===== src/rtl/e_mdu_issue_pkg.sv =====
// Shared definitions for the E-stage MDU issue controller and the MDU itself:
// op codes, the idle MDUSelect value and the issue FSM state encoding.
package e_mdu_issue_pkg;

  typedef enum logic [2:0] {
    MDU_MULT  = 3'b000,
    MDU_MULTU = 3'b001,
    MDU_DIV   = 3'b010,
    MDU_DIVU  = 3'b011,
    MDU_MTHI  = 3'b100,
    MDU_MTLO  = 3'b101,
    MDU_MFHI  = 3'b110,
    MDU_MFLO  = 3'b111
  } mdu_op_e;

  // Driven on MDUSelect when nothing is issued; the MDU ignores it without Start.
  localparam logic [2:0] MDU_IDLE_SEL = 3'b111;

  typedef enum logic [1:0] {
    ST_IDLE = 2'b00,
    ST_PEND = 2'b01,
    ST_BUSY = 2'b10
  } issue_state_e;

  function automatic logic is_arith(input mdu_op_e op);
    return op inside {MDU_MULT, MDU_MULTU, MDU_DIV, MDU_DIVU};
  endfunction

  function automatic logic is_move_to(input mdu_op_e op);
    return op inside {MDU_MTHI, MDU_MTLO};
  endfunction

  function automatic logic is_move_from(input mdu_op_e op);
    return op inside {MDU_MFHI, MDU_MFLO};
  endfunction

endpackage


===== src/rtl/e_mdu_issue_if.sv =====
// Bus bundle between the D/E pipeline, the issue controller and the MDU.
// The slave modport is the issue controller's view; master is its environment.
interface e_mdu_issue_if #(
  parameter int DW = 32
);
  // D/E pipeline side
  logic          in_valid;
  logic [2:0]    in_op;
  logic [DW-1:0] in_a;
  logic [DW-1:0] in_b;
  logic          in_ready;
  logic          flush;
  logic          stall_d;
  // MDU side
  logic          mdu_start;
  logic [2:0]    mdu_sel;
  logic [DW-1:0] mdu_a;
  logic [DW-1:0] mdu_b;
  logic          mdu_busy;
  logic [DW-1:0] mdu_hi;
  logic [DW-1:0] mdu_lo;
  // E/M result side
  logic          rd_valid;
  logic [DW-1:0] rd_data;

  modport slave (
    input  in_valid, in_op, in_a, in_b, flush, mdu_busy, mdu_hi, mdu_lo,
    output in_ready, stall_d, mdu_start, mdu_sel, mdu_a, mdu_b, rd_valid, rd_data
  );

  modport master (
    output in_valid, in_op, in_a, in_b, flush, mdu_busy, mdu_hi, mdu_lo,
    input  in_ready, stall_d, mdu_start, mdu_sel, mdu_a, mdu_b, rd_valid, rd_data
  );

endinterface


===== src/rtl/e_mdu_issue.sv =====
// E-stage issue controller for the multiply/divide unit: accepts one MDU op per
// handshake, sequences Start/MDUSelect/A/B, tracks Busy and returns mfhi/mflo.
module e_mdu_issue
  import e_mdu_issue_pkg::*;
#(
  parameter int         DW       = 32,
  parameter logic [2:0] IDLE_SEL = MDU_IDLE_SEL  // must not be 3'b100 or 3'b101
) (
  input logic         clk,
  input logic         reset,
  e_mdu_issue_if.slave bus
);

  issue_state_e  state_q, state_d;
  mdu_op_e       op;
  logic          in_ready;
  logic          accept;

  logic          start_q;
  logic [2:0]    sel_q;
  logic [DW-1:0] a_q;
  logic [DW-1:0] b_q;
  logic          rd_valid_q;
  logic [DW-1:0] rd_data_q;
  logic [DW-1:0] hi_view;
  logic [DW-1:0] lo_view;

  assign op       = mdu_op_e'(bus.in_op);
  assign in_ready = (state_q == ST_IDLE) & ~bus.mdu_busy & ~bus.flush & ~reset;
  assign accept   = bus.in_valid & in_ready;

  // An mt* issued last cycle lands in the MDU on this edge, so an mf* accepted
  // now would see the stale register; take the value straight from mdu_a.
  assign hi_view = (sel_q == MDU_MTHI) ? a_q : bus.mdu_hi;
  assign lo_view = (sel_q == MDU_MTLO) ? a_q : bus.mdu_lo;

  // NOTE: every signal written in an always_comb gets a default first, so no
  // path through the block leaves it unassigned and no latch is inferred.
  always_comb begin
    state_d = state_q;
    unique case (state_q)
      ST_IDLE: if (accept && is_arith(op)) state_d = ST_PEND;
      // PEND covers the cycle before the MDU's registered Busy rises.
      ST_PEND: state_d = ST_BUSY;
      ST_BUSY: if (!bus.mdu_busy) state_d = ST_IDLE;
      default: state_d = ST_IDLE;
    endcase
  end

  // NOTE: sequential state uses non-blocking assignments so every register
  // samples pre-edge values regardless of statement order.
  always_ff @(posedge clk) begin
    if (reset) begin
      state_q <= ST_IDLE;
    end else begin
      state_q <= state_d;
    end
  end

  // Issue and result registers: Start/MDUSelect and rd_valid are one-cycle
  // pulses; operands and rd_data hold their last value between issues.
  always_ff @(posedge clk) begin
    if (reset) begin
      start_q    <= 1'b0;
      sel_q      <= IDLE_SEL;
      a_q        <= '0;
      b_q        <= '0;
      rd_valid_q <= 1'b0;
      rd_data_q  <= '0;
    end else begin
      start_q    <= 1'b0;
      sel_q      <= IDLE_SEL;
      rd_valid_q <= 1'b0;
      if (accept) begin
        if (is_arith(op)) begin
          start_q <= 1'b1;
          sel_q   <= op;
          a_q     <= bus.in_a;
          b_q     <= bus.in_b;
        end else if (is_move_to(op)) begin
          sel_q   <= op;
          a_q     <= bus.in_a;
        end else if (is_move_from(op)) begin
          rd_valid_q <= 1'b1;
          rd_data_q  <= (op == MDU_MFHI) ? hi_view : lo_view;
        end
      end
    end
  end

  assign bus.in_ready  = in_ready;
  assign bus.stall_d   = bus.in_valid & ~in_ready;
  assign bus.mdu_start = start_q;
  assign bus.mdu_sel   = sel_q;
  assign bus.mdu_a     = a_q;
  assign bus.mdu_b     = b_q;
  assign bus.rd_valid  = rd_valid_q;
  assign bus.rd_data   = rd_data_q;

  // The MDU would treat Start with an mt* select as a register write plus an op.
  a_no_start_on_move: assert property (@(posedge clk) disable iff (reset)
    !(start_q && (sel_q == MDU_MTHI || sel_q == MDU_MTLO)));

  a_start_single_cycle: assert property (@(posedge clk) disable iff (reset)
    start_q |=> !start_q);

endmodule


===== src/flat_wrapper.sv =====
// flat-port wrapper written by rule: the top's interface ports become plain ports
module e_mdu_issue_flat import e_mdu_issue_pkg::*;
#(
  parameter int         DW       = 32,
  parameter logic [2:0] IDLE_SEL = MDU_IDLE_SEL                                 
)
  (clk, reset, bus_in_valid, bus_in_op, bus_in_a, bus_in_b, bus_flush, bus_mdu_busy, bus_mdu_hi, bus_mdu_lo, bus_in_ready, bus_stall_d, bus_mdu_start, bus_mdu_sel, bus_mdu_a, bus_mdu_b, bus_rd_valid, bus_rd_data);
  e_mdu_issue_if #(.DW(DW)) bus_i ();
  input logic clk;
  input logic reset;
  input wire logic [$bits(bus_i.in_valid)-1:0] bus_in_valid;
  input wire logic [$bits(bus_i.in_op)-1:0] bus_in_op;
  input wire logic [$bits(bus_i.in_a)-1:0] bus_in_a;
  input wire logic [$bits(bus_i.in_b)-1:0] bus_in_b;
  input wire logic [$bits(bus_i.flush)-1:0] bus_flush;
  input wire logic [$bits(bus_i.mdu_busy)-1:0] bus_mdu_busy;
  input wire logic [$bits(bus_i.mdu_hi)-1:0] bus_mdu_hi;
  input wire logic [$bits(bus_i.mdu_lo)-1:0] bus_mdu_lo;
  output wire logic [$bits(bus_i.in_ready)-1:0] bus_in_ready;
  output wire logic [$bits(bus_i.stall_d)-1:0] bus_stall_d;
  output wire logic [$bits(bus_i.mdu_start)-1:0] bus_mdu_start;
  output wire logic [$bits(bus_i.mdu_sel)-1:0] bus_mdu_sel;
  output wire logic [$bits(bus_i.mdu_a)-1:0] bus_mdu_a;
  output wire logic [$bits(bus_i.mdu_b)-1:0] bus_mdu_b;
  output wire logic [$bits(bus_i.rd_valid)-1:0] bus_rd_valid;
  output wire logic [$bits(bus_i.rd_data)-1:0] bus_rd_data;
  assign bus_i.in_valid = bus_in_valid;
  assign bus_i.in_op = bus_in_op;
  assign bus_i.in_a = bus_in_a;
  assign bus_i.in_b = bus_in_b;
  assign bus_i.flush = bus_flush;
  assign bus_i.mdu_busy = bus_mdu_busy;
  assign bus_i.mdu_hi = bus_mdu_hi;
  assign bus_i.mdu_lo = bus_mdu_lo;
  assign bus_in_ready = bus_i.in_ready;
  assign bus_stall_d = bus_i.stall_d;
  assign bus_mdu_start = bus_i.mdu_start;
  assign bus_mdu_sel = bus_i.mdu_sel;
  assign bus_mdu_a = bus_i.mdu_a;
  assign bus_mdu_b = bus_i.mdu_b;
  assign bus_rd_valid = bus_i.rd_valid;
  assign bus_rd_data = bus_i.rd_data;
  e_mdu_issue #(.DW(DW), .IDLE_SEL(IDLE_SEL)) u_core (.clk(clk), .reset(reset), .bus(bus_i));
endmodule

===== config.mk =====
export PLATFORM = sky130hd
export DESIGN_NAME = e_mdu_issue_flat
export DESIGN_NICKNAME = d
export VERILOG_FILES = /design/src/rtl/e_mdu_issue_pkg.sv /design/src/rtl/e_mdu_issue_if.sv /design/src/rtl/e_mdu_issue.sv /design/src/flat_wrapper.sv
export SDC_FILE = /design/constraint.sdc
export NUM_CORES = 1
export LEC_CHECK = 0
export ABC_AREA = 1
export ABC_CLOCK_PERIOD_IN_PS = 1700
export CAP_MARGIN = 0
export CORE_MARGIN = 5
export CORE_UTILIZATION = 43
export CTS_CLUSTER_DIAMETER = 200
export CTS_CLUSTER_SIZE = 20
export DETAILED_ROUTE_END_ITERATION = 6
export PLACE_DENSITY = 0.92
export SLEW_MARGIN = 20
export SYNTH_ARGS = -nofsm -noshare
export SYNTH_HDL_FRONTEND = slang
export SYNTH_SLANG_ARGS = --single-unit

===== constraint.sdc =====
create_clock -name clk -period 1.7 [get_ports clk]
set_input_delay 0.34 -clock clk [delete_from_list [all_inputs] [get_ports clk]]
set_output_delay 0.34 -clock clk [all_outputs]
set_load 0.03 [all_outputs]

==> impl_results.md <==
* Status: complete, no violations
* R2R cell count at 9
* Row Count at 41
* Gr usage total at 24.7%
* Post-DP HPWL at 14.0 mm
* Worst skew pair latency at 360 ps
* GRT Residual Overflow at 0
* Post-DR vias/cell at 4.85
* Post-synth EDFFs at 0
* CP Launch Type: input pin
* GP Congestion at 0.884
* Clock sinks at 103
* Slew @ Worst Pin at 540 ps
* Final wirelength at 20.3 mm
* Crit path buffers/inverters at 4
* Synth Net Count at 1100
* Htree depth at 3
* Share of layout cells above drive strength 1 at 6.56%
* Non-Filler Instances at 1376
* Synth top area share at 36.8%
* Worst path arrival time at 1280 ps
* CP max stage delay at 480 ps
* Total CTS buffers at 9
* Final net count at 1335
* Yosys warns at 0
* Post-DRT Antenna Nets at 0
* PwrDens at 642 mW/mm²
* Syn-to-layout area delta at 55.5%
* Area of the core at 0.0127 mm²
* Post-synthesis cell type count at 19
* Fin util at 68.7%
* Endpoint class of the critical path: primary output
* First-pass GRT wire length at 30.0 mm
* Drt first-iter violations at 547
* WP depth at 6
* Starting density of the core at 44.2%
* Io pins at 239
* FFs w/ async S/R, synth at 0%
* Final period util at 95.3%
* Critical path class: input pin to primary output
* Slew Limit Fails at 0
* # port buffers at 238
* DRC violations left at 0
* TritonCTS clock tree: yes
* Peak VDD IR at 388 µV
* TNS Setup at 0 ps
* Final hold slack at 298 ps
* Hold Path Class: input pin to register
* Die Y at 124 µm
* Cts hold-fix bufs at 0
* Antenna diode count at 0
* Final hold violations at 0
* Largest fanout on the critical path at 2
* Register area share after synthesis at 36.8%
* Commonest non-fill, non-tap cell in the layout: nand2_1
* FILL cells at 1117
* Clk pin slew, worst setup/hold paths at 80 ps
* Slew headroom at 63.9%
* Avg WL per Cell at 14.8 µm
* Placed cells at 1350
* Top post-synthesis cells by area: dfxtp_1 (37%), nand2_1 (20%), nor2_1 (13%)
* CP max stage cell: clkdlybuf4s50_1
* Max-cap viol count at 0
* Hold Path Stages at 3
* Leak at 4.97 nW
* Die ar. at 0.0154 mm²
* Die width at 124 µm
* DRT Pass-1 Iters at 5
* WP data required at 1360 ps
* Fin crit period at 1620 ps
* Syn Inst Count at 964
* Clk_skew at 11.1 ps
* Final setup viols at 0
* Syn avg cell area at 5.81 µm²
* Vias at 6669
* Fmax at 617 MHz
* Number of synthesized register bits at 103
* Synthesized area at 0.00560 mm²
* Ys flop type: dfxtp_1
* Number of global-route vias before repair at 6232
* Worst-path cell chain: clkdlybuf4s50_1 > clkinv_2 > nand2_2 > o21ai_2 > inv_1 > buf_4
* Design Power at 0.00559 W
* Largest net degree at the start of global routing at 60
* Area leader, netlist: dfxtp_1
* Worst path top cell family by delay: buffers and inverters
* Antenna violations before repair at 0
* Maximum clock path buffer count at 2
* Most frequent cells in the layout: nand2_1 (291), nor2_1 (194), inv_1 (171), clkdlybuf4s50_1 (132), dfxtp_1 (103)
* CTS root buffer: clkbuf_16
worst reg2reg max path, cell delays in order (launching register included):
cell and delay (ps):
dfxtp_1 300, inv_1 90, nand2_2 110, nor2_4 180, buf_6 170, nand3_4 190
clkbuf_16 250, nand2_1 50, nand2_1 40, nor2_1 120
per-stage QoR:
step,cell area [µm²],setup slack (ps)
after global placement,8310,-73.5
final,8700,79.7
after floorplan,5600,95.3
after CTS,8490,2.32
after detailed placement,8310,-189
after global routing,8700,-2.90
final cells by class:
cell class,count,area (µm²),share of cell area (%)
Clock inverter,7,67.6,0.776
Sequential cell,103,2060,23.7
Clock buffer,9,225,2.59
Tap cell,172,215,2.47
Inverter,173,651,7.48
Timing Repair Buffer,281,2840,32.6
Multi-Input combinational cell,631,2650,30.4
kinds of logic after synthesis:
kind of cell           after synthesis  synth area share (%)
AND/OR/NAND/NOR                    628                  46.6
buffers and inverters              231                  16.4
flip-flops                         103                  36.8
AO/OA/AOI/OAI                        2                 0.179
layer usage:
layer	vias to the layer above	GRT usage [%]	part of all wire, %
met5	-	0	0
met4	0	15.0	5.1
met3	73	5.31	8.4
met2	306	40.8	47
met1	2963	29.2	39
li1	3327	-	-
worst paths after layout:
| check | startpoint | end | slack, ps |
|---|---|---|---|
| setup / recovery | reset | bus_stall_d | 80 |
| setup reg to reg | u_core.state_q[0]$_SDFFE_PP0P_ | u_core.bus.rd_data[10]$_SDFFE_PP0P_ | 130 |
| hold reg to reg | u_core.bus.mdu_b[6]$_SDFFE_PP0P_ | u_core.bus.mdu_b[6]$_SDFFE_PP0P_ | 470 |
| hold / removal | bus_mdu_busy | u_core.state_q[1]$_SDFFE_PP0P_ | 300 |
registers in the layout, summed over array words and instances, names as in the netlist:
name and flops:
u_core.state_q 2, u_core.bus.mdu_start 1, u_core.bus.rd_data 32, u_core.bus.mdu_a 32
u_core.bus.mdu_b 32, u_core.bus.mdu_sel 3, u_core.bus.rd_valid 1
cell usage after synthesis (2+ instances only):
| cell | count |
|---|---|
| nor2_4 | 3 |
| nand2_1 | 293 |
| buf_4 | 3 |
| nand4_1 | 33 |
| nand3_2 | 2 |
| buf_1 | 4 |
| inv_2 | 2 |
| buf_6 | 3 |
| inv_1 | 171 |
| nor2_1 | 196 |
| clkbuf_1 | 33 |
| buf_2 | 15 |
| nand3_1 | 97 |
| nand2_2 | 2 |
| dfxtp_1 | 103 |
power by group:
part           internal, W  switching (W)
registers          0.00246      0.0000257
logic             0.000500       0.000511
clock network      0.00104        0.00104
repair_timing:
item,CTS,global route
endpoints found under the setup margin,100,65
pin swaps,3,7
setup buffers,1,1
resized for setup,100,12
cloned,0,9
No activity file was read; power rests on OpenSTA's default activity.
